## src/rtl/pipe_exe_muldiv.sv

```systemverilog
// Iterative 32-bit multiply/divide unit for the EXE stage, holding architectural HI/LO.
// MULT/MULTU use shift-add, DIV/DIVU use restoring division; fixed 33-cycle latency.
module pipe_exe_muldiv (
    input  logic        clock,
    input  logic        resetn,
    input  logic        start,
    input  logic [1:0]  op,
    input  logic [31:0] a,
    input  logic [31:0] b,
    input  logic        flush,
    input  logic        hi_we,
    input  logic        lo_we,
    input  logic [31:0] wdata,
    output logic [31:0] hi,
    output logic [31:0] lo,
    output logic        busy,
    output logic        done,
    output logic        div0
);

    typedef enum logic [1:0] {StIdle, StRun, StFix} state_e;

    state_e      state_q, state_d;
    logic [5:0]  cnt_q, cnt_d;
    logic [1:0]  op_q, op_d;
    logic [31:0] opnd_q, opnd_d;
    logic [63:0] acc_q, acc_d;
    logic [31:0] rem_q, rem_d;
    logic [31:0] a_raw_q, a_raw_d;
    logic        neg_q, neg_d;
    logic        rneg_q, rneg_d;
    logic [31:0] hi_q, hi_d;
    logic [31:0] lo_q, lo_d;
    logic        done_q, done_d;
    logic        div0_q, div0_d;

    logic [31:0] mag_a, mag_b;
    logic [32:0] mul_sum;
    logic [32:0] div_shift;
    logic [31:0] div_diff;
    logic        div_ge;
    logic [63:0] prod;
    logic [31:0] quo_fix, rem_fix;

    // op[0] selects signed, op[1] selects divide
    assign mag_a = (op[0] && a[31]) ? (~a + 32'd1) : a;
    assign mag_b = (op[0] && b[31]) ? (~b + 32'd1) : b;

    assign mul_sum   = {1'b0, acc_q[63:32]} + {1'b0, (acc_q[0] ? opnd_q : 32'd0)};
    assign div_shift = {rem_q, acc_q[31]};
    assign div_ge    = (div_shift >= {1'b0, opnd_q});
    // When div_ge holds the true difference is below 2^32, so the low word is exact
    assign div_diff  = div_shift[31:0] - opnd_q;

    assign prod    = neg_q ? (~acc_q + 64'd1) : acc_q;
    assign quo_fix = neg_q ? (~acc_q[31:0] + 32'd1) : acc_q[31:0];
    assign rem_fix = rneg_q ? (~rem_q + 32'd1) : rem_q;

    always_comb begin
        state_d = state_q;
        cnt_d   = cnt_q;
        op_d    = op_q;
        opnd_d  = opnd_q;
        acc_d   = acc_q;
        rem_d   = rem_q;
        a_raw_d = a_raw_q;
        neg_d   = neg_q;
        rneg_d  = rneg_q;
        hi_d    = hi_q;
        lo_d    = lo_q;
        done_d  = 1'b0;
        div0_d  = div0_q;

        case (state_q)
            StIdle: begin
                if (start && !flush) begin
                    state_d = StRun;
                    cnt_d   = 6'd0;
                    op_d    = op;
                    a_raw_d = a;
                    rem_d   = 32'd0;
                    div0_d  = 1'b0;
                    neg_d   = op[0] & (a[31] ^ b[31]);
                    rneg_d  = op[0] & op[1] & a[31];
                    if (op[1]) begin
                        opnd_d = mag_b;
                        acc_d  = {32'd0, mag_a};
                    end else begin
                        opnd_d = mag_a;
                        acc_d  = {32'd0, mag_b};
                    end
                end else if (!start) begin
                    if (hi_we) hi_d = wdata;
                    if (lo_we) lo_d = wdata;
                end
            end
            StRun: begin
                if (flush) begin
                    state_d = StIdle;
                end else begin
                    if (op_q[1]) begin
                        rem_d = div_ge ? div_diff : div_shift[31:0];
                        acc_d = {acc_q[63:32], acc_q[30:0], div_ge};
                    end else begin
                        acc_d = {mul_sum, acc_q[31:1]};
                    end
                    cnt_d = cnt_q + 6'd1;
                    if (cnt_q == 6'd31) state_d = StFix;
                end
            end
            StFix: begin
                state_d = StIdle;
                if (!flush) begin
                    done_d = 1'b1;
                    if (!op_q[1]) begin
                        hi_d = prod[63:32];
                        lo_d = prod[31:0];
                    end else if (opnd_q == 32'd0) begin
                        hi_d   = a_raw_q;
                        lo_d   = 32'hFFFF_FFFF;
                        div0_d = 1'b1;
                    end else begin
                        hi_d = rem_fix;
                        lo_d = quo_fix;
                    end
                end
            end
            default: state_d = StIdle;
        endcase
    end

    always_ff @(posedge clock or negedge resetn) begin
        if (!resetn) begin
            state_q <= StIdle;
            cnt_q   <= 6'd0;
            op_q    <= 2'd0;
            opnd_q  <= 32'd0;
            acc_q   <= 64'd0;
            rem_q   <= 32'd0;
            a_raw_q <= 32'd0;
            neg_q   <= 1'b0;
            rneg_q  <= 1'b0;
            hi_q    <= 32'd0;
            lo_q    <= 32'd0;
            done_q  <= 1'b0;
            div0_q  <= 1'b0;
        end else begin
            state_q <= state_d;
            cnt_q   <= cnt_d;
            op_q    <= op_d;
            opnd_q  <= opnd_d;
            acc_q   <= acc_d;
            rem_q   <= rem_d;
            a_raw_q <= a_raw_d;
            neg_q   <= neg_d;
            rneg_q  <= rneg_d;
            hi_q    <= hi_d;
            lo_q    <= lo_d;
            done_q  <= done_d;
            div0_q  <= div0_d;
        end
    end

    assign hi   = hi_q;
    assign lo   = lo_q;
    assign busy = (state_q != StIdle);
    assign done = done_q;
    assign div0 = div0_q;

endmodule

```

## config.mk

```make
export PLATFORM = sky130hd
export DESIGN_NAME = pipe_exe_muldiv
export DESIGN_NICKNAME = d
export VERILOG_FILES = /design/src/rtl/pipe_exe_muldiv.sv
export SDC_FILE = /design/constraint.sdc
export NUM_CORES = 1
export LEC_CHECK = 0
export CAP_MARGIN = 10
export CORE_MARGIN = 3
export CORE_UTILIZATION = 55
export CTS_CLUSTER_SIZE = 14
export DETAILED_ROUTE_END_ITERATION = 8
export PLACE_DENSITY = 0.73
export SLEW_MARGIN = 20
export SYNTH_ARGS = -nofsm -noshare
export SYNTH_HDL_FRONTEND = slang
export SYNTH_SLANG_ARGS = --single-unit
export TNS_END_PERCENT = 1
```

## constraint.sdc

```tcl
create_clock -name clock -period 5.06 [get_ports clock]
set_clock_uncertainty 0.05 [all_clocks]
set_input_delay 1.012 -clock clock [delete_from_list [all_inputs] [get_ports clock]]
set_output_delay 1.012 -clock clock [all_outputs]
set_load 0.02 [all_outputs]
```

==> results of run 1 <==
-- routing by layer --
layer / part of all wire / GRT usage / up-vias
li1: - / - / 8283
met1: 0.41 / 0.494 / 8593
met2: 0.45 / 0.580 / 851
met3: 0.093 / 0.0655 / 166
met4: 0.054 / 0.157 / 4
met5: 0.00041 / 0 / -
-- registers in the layout (all words and copies together), names as in the netlist --
signal and flops:
op_q 1, done 1, state_q 2, rneg_q 1, lo 32, neg_q 1, hi 32, rem_q 32
opnd_q 32, acc_q 64, a_raw_q 32, cnt_q 6, div0 1
-- final timing paths --
check,from,to,slack (ns),cells after the start
hold reg to reg,lo[4],lo[4],0.43,2
setup / recovery,acc_q[0],acc_q[62],0.83,11
max in group asynchronous,resetn,neg_q,3.41,2
hold / removal,resetn,lo[12],0.42,1
min in group clock,lo[4],lo[4],0.43,2
setup reg to reg,acc_q[0],acc_q[62],0.83,11
-- cell families (layout without fill, tap and decap cells) --
family,count (synthesis),after routing,synth area share
fa+ha+maj,71,71,0.0505
mux,47,47,0.0265
buf+inv,207,324,0.0437
simple gates,766,766,0.195
xor+xnor,205,205,0.100
compound gates,726,726,0.252
flops,237,237,0.332
-- per-stage QoR --
step | hold slack, ns | instance area [sq um]
after global placement | 0.411 | 20000
final | 0.425 | 20900
after global routing | 0.444 | 20900
after CTS | 0.428 | 20900
after detailed placement | 0.411 | 20000
after floorplan | 0.391 | 17900
-- layout make-up --
| class | instances | area [sq um] | area share |
|---|---|---|---|
| Clock buffer | 34 | 795 | 0.0380 |
| Inverter | 66 | 248 | 0.0118 |
| Clock inverter | 14 | 169 | 0.00807 |
| Multi-Input combinational cell | 1815 | 11200 | 0.536 |
| Timing Repair Buffer | 210 | 2030 | 0.0969 |
| Tap cell | 435 | 544 | 0.0260 |
| Sequential cell | 237 | 5930 | 0.284 |
-- power by group through the flow --
stage               logic [W]  clock network [W]  registers [W]
finish                0.00239            0.00213        0.00260
global route          0.00261            0.00222        0.00263
CTS                   0.00236            0.00215        0.00259
detailed placement    0.00235                  0        0.00262
global placement      0.00231                  0        0.00261
floorplan             0.00150                  0        0.00252
-- placed cells by master, fill, tap and decap left out, drive strengths merged, types with 42 or more instances in the layout --
cell           Yosys  layout
ha                69      69
inv               66      67
o31ai             51      51
xor2             109     109
mux2i             45      45
o21ai            267     267
xnor2             96      96
clkdlybuf4s50      0     168
buf               17      42
a21oi            174     174
nor3              67      67
nor2             205     205
dfrtp            237     237
nand2            319     319
==> impl_metrics.csv, run 1 <==
group,metric,value,unit
outcome,outcome,"finished clean",
power_and_ir_drop,p_switching,0.00272,W
timing,hold_viol_final,0,
logic_synthesis,synth_fp_nets,2434,
power_and_ir_drop,clockPowerShare,0.299,
timing,max_freq,236,MHz
timing,finalSetupViolations,0,
detailed_routing,wl_per_cell,23.2,microns
final_layout,drive_gt1_frac,0.0564,
timing,rsz0062_at_grt,"false",
grt,grt_start_max_net_pins,104,
detailed_routing,ant_nets,0,
power_and_ir_drop,p_total,0.00712,W
power_and_ir_drop,ir_drop,0.294,mV
critical_path,cp_cell_sequence,"inv_1 -> nor2_1 -> ha_1 -> nand3_1 -> or3_1 -> o41ai_1 -> o31ai_1 -> o31ai_1 -> a41oi_1 -> xor2_1 -> o21ai_1",
critical_path,path_buf_inv,1,
timing,tightest_slew,1.10,ns
cts,clock_path_buffers,3,
grt,grt_pass1_wl,97300,microns
placed_design,dp.cells,2763,
placed_design,place_ws,0.808,ns
detailed_routing,drc,0,
logic_synthesis,synthFlopType,"dfrtp_1",
logic_synthesis,synth-edff-count,0,
flow_run,max-cap-violations,0,
floorplan,initial_utilization,0.562,
power_and_ir_drop,power.leakage,9.00,nW
timing,period_share,0.836,
placed_design,portBuffers,170,
power_and_ir_drop,power_density,340,nW/um^2
final_layout,fin_util,0.658,
detailed_routing,drt-total-wl,65200,microns
cts,cts_resized,0,
logic_synthesis,ys_top_cells_by_count,"nand2_1 (319), dfrtp_1 (237), o21ai_0 (237)",
power_and_ir_drop,seq_power_share,0.365,
final_layout,nNetsFinal,2533,
detailed_routing,vias_per_cell,6.37,
power_and_ir_drop,internal-power,0.00440,W
logic_synthesis,synthTopCellsByArea,"dfrtp_1 (33%), nand2_1 (6.7%), o21ai_0 (6.6%), xor2_1 (5.3%), a21oi_1 (4.9%)",
logic_synthesis,synth_cell_types,73,
critical_path,cpMostUsedCell,"o31ai_1",
timing,final_max_slew_viol_count,0,
logic_synthesis,avgSynthCellArea,7.91,sq um
cts,cts_root_buf,"clkbuf_16",
floorplan,core_area,31800,sq um
logic_synthesis,synth-seq-area-share,0.332,
logic_synthesis,synthCells,2259,
timing,fin_tns_setup,0,ns
logic_synthesis,ys_seq_elements,237,
critical_path,critPathKind,"register to register",
final_layout,n_fill_cell,2775,
placed_design,hpwlAfterDp,50900,microns
final_layout,antenna_cells,0,
floorplan,dieWidth,186,microns
logic_synthesis,synth_top_area_frac,0.332,
critical_path,arrival,4.66,ns
cts,cts_buffers,28,
grt,grt_pass1_vias,16400,
final_layout,area_delta_synth_final,17.0,%
grt,grt_remaining_overflow,0,
cts,cts_hold_buffers,0,
critical_path,cpPeakStageDelay,0.66,ns
cts,worstSkewPairLatency,0.56,ns
worst_hold_path,hold_class,"input pin to asynchronous set/reset pin",
critical_path,crit_path_max_fanout,21,
final_layout,fin_cells,2811,
floorplan,dieArea,34700,sq um
timing,relSlewSlack,0.266,
cts,cts_tree,"built",
critical_path,cp-end-kind,"register",
power_and_ir_drop,pwr-share-comb,0.335,
timing,fin_ws,0.830,ns
detailed_routing,vias,17900,
critical_path,critPathTopFamily,"compound AO/OA/AOI/OAI gates",
placed_design,gp_congestion,1.01,
cts,path_clk_slew,0.06,ns
cts,post-cts-setup-buffers,0,
cts,cts_sinks,237,
cts,htree_levels,1,
power_and_ir_drop,swShare,0.382,
logic_synthesis,yosys_warnings,0,
detailed_routing,drt-initial-drc-count,1846,
floorplan,io_pins,171,
critical_path,crit_required,5.49,ns
timing,period_needed,4.23,ns
logic_synthesis,ys_async_sr_fraction,1.00,
logic_synthesis,netlist_area,17900,sq um
logic_synthesis,yosysMostFrequentCell,"nand2_1",
critical_path,cp_slowest_cell,"inv_1",
floorplan,die_h,186,microns
grt,track_usage,0.365,
floorplan,row_count,65,
logic_synthesis,synth_area_leader_cell,"dfrtp_1",
grt,grt_antenna_before_repair,2,
critical_path,startpoint_type,"register",
detailed_routing,drtPass1Iterations,6,
No activity file was read; power rests on OpenSTA's default activity.
==> run 2, diff against run 1 <==
==> constraint.sdc (replaced) <==
create_clock -name clock -period 4.3 [get_ports clock]
set_clock_uncertainty 0.05 [all_clocks]
set_input_delay 0.86 -clock clock [delete_from_list [all_inputs] [get_ports clock]]
set_output_delay 0.86 -clock clock [all_outputs]
set_load 0.02 [all_outputs]
==> impl_metrics.csv, run 2 (same netlist as run 1, synthesis figures left out) <==
group,metric,value,unit
outcome,outcome,"finished clean",
critical_path,critPathKind,"register to register",
flow_run,max-cap-violations,0,
timing,max_freq,246,MHz
timing,final_max_slew_viol_count,0,
critical_path,crit_path_max_fanout,6,
worst_hold_path,hold_class,"input pin to asynchronous set/reset pin",
grt,grt_start_max_net_pins,96,
floorplan,initial_utilization,0.562,
detailed_routing,drt-initial-drc-count,1704,
timing,timing.hold.ws,0.226,ns
timing,period_needed,4.06,ns
detailed_routing,vias,17900,
critical_path,reg2reg_depth,11,
cts,cts_root_buf,"clkbuf_16",
grt,grt_pass1_wl,98800,microns
critical_path,r2r-start,"acc_q[0]",
grt,track_usage,0.371,
final_layout,regMostFlops,"acc_q",
cts,cts_buffers,28,
power_and_ir_drop,power_density,399,nW/um^2
placed_design,gp_congestion,1.02,
power_and_ir_drop,seq_power_share,0.356,
detailed_routing,wl_per_cell,23.4,microns
critical_path,crit_required,4.71,ns
final_layout,area_delta_synth_final,18.2,%
timing,tightest_slew,0.937,ns
floorplan,row_count,65,
grt,grt_pass1_vias,16600,
detailed_routing,drc,0,
timing,period_share,0.945,
cts,clock_path_buffers,3,
floorplan,io_pins,171,
final_layout,mostFrequentLayoutCell,"nand2_1",
power_and_ir_drop,internal-power,0.00522,W
timing,relSlewSlack,0.373,
cts,worstSkewPairLatency,0.58,ns
final_layout,fin_area,21100,sq um
timing,finalSetupViolations,0,
power_and_ir_drop,p_switching,0.00322,W
floorplan,core_area,31800,sq um
detailed_routing,vias_per_cell,6.32,
cts,cts_tree,"built",
final_layout,drive_gt1_frac,0.0658,
critical_path,reg2reg_slack,0.24,ns
grt,grt_antenna_before_repair,2,
cts,path_clk_slew,0.06,ns
cts,htree_levels,1,
final_layout,antenna_cells,0,
power_and_ir_drop,clockPowerShare,0.299,
cts,post-cts-setup-buffers,0,
grt,grt_remaining_overflow,0,
power_and_ir_drop,pwr-share-comb,0.345,
timing,hold_viol_final,0,
floorplan,die_h,186,microns
power_and_ir_drop,power.leakage,9.15,nW
cts,cts_resized,0,
final_layout,largest_reg_flops,64,
cts,cts_hold_buffers,0,
placed_design,portBuffers,170,
final_layout,mostFrequentLayoutCells,"nand2_1 (318), o21ai_0 (236), dfrtp_1 (235)",
final_layout,nNetsFinal,2558,
floorplan,dieWidth,186,microns
floorplan,dieArea,34700,sq um
critical_path,critPathCapture,"hi[9]",
detailed_routing,drtPass1Iterations,5,
timing,fin_tns_setup,0,ns
critical_path,cp-end-kind,"register",
timing,rsz0062_at_grt,"false",
detailed_routing,drt-total-wl,66300,microns
cts,cts_sinks,237,
detailed_routing,ant_nets,0,
critical_path,cp-startpoint,"acc_q[0]",
power_and_ir_drop,swShare,0.381,
critical_path,startpoint_type,"register",
power_and_ir_drop,ir_drop,0.329,mV
critical_path,r2r_end,"hi[9]",
placed_design,place_area,20200,sq um
placed_design,hpwlAfterDp,51900,microns
critical_path,arrival,4.47,ns
==> run 2: cell types whose count changed in the layout (fill, tap and decap cells not counted), sizes merged <==
cell      delta
clkinvlp     -2
clkbuf       +4
buf         +25
==> run 2: power by group through the flow <==
stage                     Clock [W]  Combinational, W  Sequential (W)
final                       0.00252           0.00291         0.00300
after CTS                   0.00253           0.00288         0.00299
after global placement            0           0.00281         0.00302
after detailed placement          0           0.00286         0.00302
after floorplan                   0           0.00177         0.00297
after global routing        0.00262           0.00317         0.00304
==> run 2: worst min path at each step <==
stage | cells after the start | endpoint | from | slack (ns)
final | 1 | lo[12] | resetn | 0.23
after global routing | 1 | lo[23] | resetn | 0.29
after CTS | 1 | lo[12] | resetn | 0.27
after detailed placement | 2 | a_raw_q[17] | a_raw_q[17] | 0.42
after global placement | 2 | lo[29] | lo[29] | 0.41
after floorplan | 2 | a_raw_q[2] | a_raw_q[2] | 0.39
==> run 2: layout make-up <==
type	count	area (sq um)
Clock buffer	38	808
Clock inverter	12	161
Fill cell	2774	10700
Inverter	66	248
Multi-Input combinational cell	1815	11200
Sequential cell	237	5930
Tap cell	435	544
Timing Repair Buffer	235	2240
==> run 2: per-layer routing <==
layer | part of all wire | up-vias | GRT usage
li1 | - | 8349 | -
met1 | 0.40 | 8591 | 0.495
met2 | 0.45 | 840 | 0.584
met3 | 0.094 | 165 | 0.0747
met4 | 0.055 | 4 | 0.176
met5 | 0.00039 | - | 0
==> run 2: critical path, cell delays in order, from the launching register on <==
cell and delay, ns:
dfrtp_1 0.38, buf_4 0.17, or3_1 0.44, nor4_1 0.65, nand4_1 0.37, or3_1 0.50
o41ai_2 0.26, xor2_1 0.25, nor2_1 0.06, a2111oi_0 0.51, buf_4 0.24, nor3_1 0.07
==> run 2: through the flow <==
| step | total power, W | std cells | utilization | worst slack, ns |
|---|---|---|---|---|
| 4_1_cts | 0.00839 | 2838 | 0.665 | 0.389 |
| 3_5_place_dp | 0.00589 | 2788 | 0.634 | 0.182 |
| 3_3_place_gp | 0.00582 | 2788 | 0.634 | 0.264 |
| 6_report | 0.00844 | 2838 | 0.665 | 0.235 |
| 2_1_floorplan | 0.00473 | 2259 | - | 0.882 |
| 5_1_grt | 0.00883 | 2838 | 0.665 | 0.0706 |
